==> src/rtl/wb_write_queue.sv <==
`default_nettype none
// +----------------------------------------------------------------------------+
// | wb_write_queue: dual-producer register write-back queue with forwarding.   |
// | Revision: 1.0                                                              |
// +----------------------------------------------------------------------------+
module wb_write_queue #(
  parameter int DEPTH  = 4,
  parameter int DATA_W = 32,
  parameter int ADDR_W = 5
) (
  input  logic                       clk,
  input  logic                       rst,
  input  logic                       a_valid,
  output logic                       a_ready,
  input  logic [ADDR_W-1:0]          a_reg,
  input  logic [DATA_W-1:0]          a_data,
  input  logic                       b_valid,
  output logic                       b_ready,
  input  logic [ADDR_W-1:0]          b_reg,
  input  logic [DATA_W-1:0]          b_data,
  output logic                       wb_we,
  output logic [ADDR_W-1:0]          wb_reg,
  output logic [DATA_W-1:0]          wb_data,
  input  logic [ADDR_W-1:0]          rd1_reg,
  output logic                       rd1_hit,
  output logic [DATA_W-1:0]          rd1_data,
  input  logic [ADDR_W-1:0]          rd2_reg,
  output logic                       rd2_hit,
  output logic [DATA_W-1:0]          rd2_data,
  output logic [$clog2(DEPTH):0]     count,
  output logic                       full,
  output logic                       empty
);

  localparam int PTR_W = $clog2(DEPTH);
  localparam int CNT_W = PTR_W + 1;

  logic [ADDR_W-1:0] reg_q  [DEPTH];
  logic [DATA_W-1:0] data_q [DEPTH];
  logic [PTR_W-1:0]  head_q, head_d;
  logic [PTR_W-1:0]  tail_q, tail_d;
  logic [CNT_W-1:0]  count_q, count_d;

  logic [CNT_W-1:0]  free_w;
  logic              a_claims_w;
  logic              push_a_w, push_b_w, pop_w;
  logic [PTR_W-1:0]  tail_b_w;

  assign free_w     = CNT_W'(DEPTH) - count_q;
  // A request to $0 never occupies a slot, so it must not steal B's space.
  assign a_claims_w = a_valid & (a_reg != '0);

  assign a_ready  = (free_w != '0);
  assign b_ready  = (free_w >= CNT_W'(2)) | ((free_w != '0) & ~a_claims_w);

  assign push_a_w = a_valid & a_ready & (a_reg != '0);
  assign push_b_w = b_valid & b_ready & (b_reg != '0);
  assign pop_w    = (count_q != '0);
  assign tail_b_w = tail_q + PTR_W'(push_a_w);

  assign head_d  = head_q + PTR_W'(pop_w);
  assign tail_d  = tail_q + PTR_W'(push_a_w) + PTR_W'(push_b_w);
  assign count_d = count_q + CNT_W'(push_a_w) + CNT_W'(push_b_w) - CNT_W'(pop_w);

  always_ff @(posedge clk or posedge rst) begin
    if (rst) begin
      head_q  <= '0;
      tail_q  <= '0;
      count_q <= '0;
    end else begin
      head_q  <= head_d;
      tail_q  <= tail_d;
      count_q <= count_d;
    end
  end

  always_ff @(posedge clk) begin
    if (push_a_w) begin
      reg_q[tail_q]  <= a_reg;
      data_q[tail_q] <= a_data;
    end
    if (push_b_w) begin
      reg_q[tail_b_w]  <= b_reg;
      data_q[tail_b_w] <= b_data;
    end
  end

  // Walk oldest to newest so the latest matching entry overrides earlier ones.
  function automatic logic [DATA_W:0] lookup(input logic [ADDR_W-1:0] r);
    logic [DATA_W:0]  res;
    logic [PTR_W-1:0] idx;
    res = '0;
    for (int i = 0; i < DEPTH; i++) begin
      idx = head_q + PTR_W'(i);
      if ((CNT_W'(i) < count_q) && (reg_q[idx] == r) && (r != '0))
        res = {1'b1, data_q[idx]};
    end
    return res;
  endfunction

  always_comb begin
    {rd1_hit, rd1_data} = lookup(rd1_reg);
    {rd2_hit, rd2_data} = lookup(rd2_reg);
  end

  assign wb_we   = pop_w;
  assign wb_reg  = pop_w ? reg_q[head_q]  : '0;
  assign wb_data = pop_w ? data_q[head_q] : '0;
  assign count   = count_q;
  assign full    = (count_q == CNT_W'(DEPTH));
  assign empty   = (count_q == '0);

endmodule
`default_nettype wire

==> config.mk <==
export PLATFORM = sky130hd
export DESIGN_NAME = wb_write_queue
export DESIGN_NICKNAME = d
export VERILOG_FILES = /design/src/rtl/wb_write_queue.sv
export SDC_FILE = /design/constraint.sdc
export NUM_CORES = 1
export LEC_CHECK = 0
export BUFFER_PORTS_ARGS = -buffer_cell sky130_fd_sc_hd__buf_4
export CAP_MARGIN = 0
export CELL_PAD_IN_SITES_DETAIL_PLACEMENT = 2
export CELL_PAD_IN_SITES_GLOBAL_PLACEMENT = 2
export CORE_MARGIN = 3
export CORE_UTILIZATION = 34
export DETAILED_ROUTE_END_ITERATION = 10
export GPL_TIMING_DRIVEN = 0
export PLACE_DENSITY = 0.8
export SLEW_MARGIN = 20
export SYNTH_ARGS = -nofsm -noshare
export SYNTH_HDL_FRONTEND = slang
export SYNTH_SLANG_ARGS = --single-unit
==> constraint.sdc <==
create_clock -name clk -period 3.9 [get_ports clk]
set_input_delay 0.585 -clock clk [delete_from_list [all_inputs] [get_ports clk]]
set_output_delay 0.585 -clock clk [all_outputs]
set_load 0.02 [all_outputs]
==> impl_metrics.ini <==
[status]
outcome = complete, but fails checks
violations = setup timing

[global_route]
grt_max_degree = 23
grt_pass1_vias = 16900
grt_antenna_before_repair = 4
grt_pass1_wl_um = 117000
grt_overflow_total = 0
track_usage = 0.359

[logic_synthesis]
ys_top_cells_by_count = mux2_2 (183), mux2i_1 (152), nor2_1 (152)
syn_area_sq_mm = 0.0146
ys_async_sr_fraction = 0.0452
synth_fp_nets = 1636
synth_edf_count = 148
yosysUniqueCellTypes = 69
netlist.area_leader.share = 0.305
synth_flop_cell = edfxtp_1
synth_area_leaders = edfxtp_1 (30%), mux2_2 (14%), mux2i_1 (10%), nor2_1 (3.9%), o31ai_1 (2.9%)
synth.most_common_cell = mux2_2
syn_avg_cell_area_sq_um = 9.50
yosysTopAreaCell = edfxtp_1
yosysWarnings = 0
yosysSeqAreaShare = 0.317
synth_seq_cells = 155
synthCells = 1535

[detailed_routing]
detail-route-antenna-nets = 0
drt-total-wl_um = 90300
drc = 0
drtIter0Drc = 2131
vias = 16300
routedWlPerCell_um = 37.9
avgViaCountPerCell = 6.82
drtPass1Iterations = 7

[floorplanning]
dieHeight_um = 213
die_area_sq_mm = 0.0454
initial_core_util = 0.346
io_pins = 199
fp.dieW_um = 213
rows = 75
core-area_sq_mm = 0.0421

[layout]
fillers = 4225
stdcell_area_sq_mm = 0.0205
stdcell_count = 2383
drive_above_1_share = 0.442
syn_to_final_growth_pct = 40.5
final_nets = 1928

[critical_path]
cp.arrival_ns = 3.92
r2r_start = count[0]$_DFF_PP0_
endpoint_kind = primary output
critPathMaxFanout = 10
crit_required_ns = 3.31
start_kind = flop
r2r-end = data_q[0][18]$_DFFE_PP_
ff2ff_setup_slack_ns = 0.09
path_class = reg2out
worst-r2r-cell-count = 13

[clocking]
cts_max_path_buffers = 2
clk_pin_slew_worst_paths_ns = 0.08
cts-root-buf = clkbuf_16
cts_sinks = 155
cts_buffers = 17
cts_tree = built
cts_hold_buf = 0
h-tree-depth = 4
clk_latency_ns = 0.49

[sta]
setup_violations = 76
relSlewSlack = 0.199
drv_slew = 0
min_period_ns = 4.51
clock.fmax_ghz = 0.222
tightest_slew_ns = 1.20
clock_skew_ns = 0.0115
rsz0062_at_grt = true
post-route-period-util = 1.16
hold_viol = 0
finalWorstSetupSlack_ns = -0.605

[power_and_ir_drop]
p_leak_nw = 7.48
finalPower_mw = 22.6
peakVddDrop_mv = 0.646
power.density_mw_per_mm2 = 1100

[hold_path]
hold_path.class = in2async

[placement]
port_buffers = 189
place_inst = 2268
place_hpwl_um = 54600
dp_slack_ns = -1.26
place.gp.congestion = 0.948
placed_area_sq_mm = 0.0168

[run]
drv_cap = 0
## power by group
group          total [mW]  leakage [nW]  switching (mW)  internal [mW]
combinational        17.2          5.74            10.8           6.46
clock                1.83         0.281           0.863          0.967
sequential           3.56          1.46           0.721           2.84
total                22.6          7.48            12.4           10.3
## cell families (layout without fill, tap and decap cells)
| group | count (synthesis) | after routing | share of synthesized area |
|---|---|---|---|
| other | 0 | 4 | 0 |
| multiplexers | 355 | 355 | 0.279 |
| AND/OR/NAND/NOR | 419 | 420 | 0.135 |
| AO/OA/AOI/OAI | 377 | 377 | 0.179 |
| buffers and inverters | 172 | 476 | 0.0517 |
| flip-flops | 155 | 155 | 0.317 |
| XOR/XNOR | 44 | 44 | 0.0270 |
| adder cells (fa/ha/maj) | 13 | 13 | 0.0122 |
## layer usage
layer  vias up  wire (um)  track usage
li1       6371          -            -
met1      8198      32400        0.436
met2      1259      41700        0.592
met3       428       9380       0.0742
met4         2       6750        0.207
met5         -         34            0
## placed cells by master (no fill, tap or decap), drive strengths merged, types with 9 or more instances in the layout
master / instances
a211oi: 36
a21boi: 14
a21oi: 81
a22oi: 12
a2bb2oi: 12
and2: 31
buf: 341
clkbuf: 90
edfxtp: 148
ha: 11
inv: 30
mux2: 183
mux2i: 152
mux4: 20
nand2: 105
nor2: 152
nor2b: 32
nor3: 52
o2111ai: 14
o21a: 16
o21ai: 78
o221a: 14
o22a: 9
o311ai: 12
o31ai: 57
or3: 14
xnor2: 30
xor2: 14
## layout make-up
class                      count  area [sq um]  area share
multi-input combinational   1209         10600       0.519
sequential                   155          4620       0.226
timing repair buffer         276          2690       0.131
buffer                       140          1160      0.0566
tap                          539           674      0.0329
clock buffer                  20           447      0.0218
clock inverter                12           141     0.00690
inverter                      28           108     0.00525
antenna                        4          10.0    0.000489
## repair_timing
| item | CTS | global route |
|---|---|---|
| setup buffers | 47 | 28 |
| setup endpoints to repair | 192 | 198 |
| gates resized for setup | 359 | 191 |
| pin swaps | 62 | 64 |
| cloned | 10 | 2 |
## per-stage QoR
stage	utilization	hold slack, ns	setup TNS [ns]
6_report	0.486	0.0458	-29.08
5_1_grt	0.486	0.0583	-30.63
4_1_cts	0.461	0.0451	-15.96
3_5_place_dp	0.400	0.558	-150.97
3_3_place_gp	0.396	0.548	-213.41
2_1_floorplan	-	0.388	0
## how the worst max path moves through the flow
stage / to / depth (start not counted) / start / slack (ns)
6_report: rd2_data[16] / 11 / head_q[0]$_DFF_PP0_ / -0.61
5_1_grt: rd2_data[3] / 12 / head_q[0]$_DFF_PP0_ / -0.57
4_1_cts: rd1_data[9] / 13 / head_q[0]$_DFF_PP0_ / -0.35
3_5_place_dp: wb_data[16] / 10 / head_q[1]$_DFF_PP0_ / -1.26
3_3_place_gp: wb_data[14] / 10 / head_q[1]$_DFF_PP0_ / -1.04
2_1_floorplan: rd1_data[16] / 10 / head_q[0]$_DFF_PP0_ / 0.25
## sequential cells by signal, indices dropped and copies added, names as in the netlist
name and flops:
data_q 128, count 3, tail_q 2, reg_q 20
head_q 2
## critical path, cell delays in order (launching register included)
cell	delay [ns]
dfrtp_2	0.44
buf_8	0.16
mux4_2	0.56
a211o_1	0.35
a21oi_4	0.19
buf_12	0.16
clkbuf_2	0.29
a21boi_0	0.15
a211oi_1	0.55
o2111ai_4	0.18
a21oi_2	0.24
buf_6	0.15
Note: power is estimated with default switching activity, not from simulation.
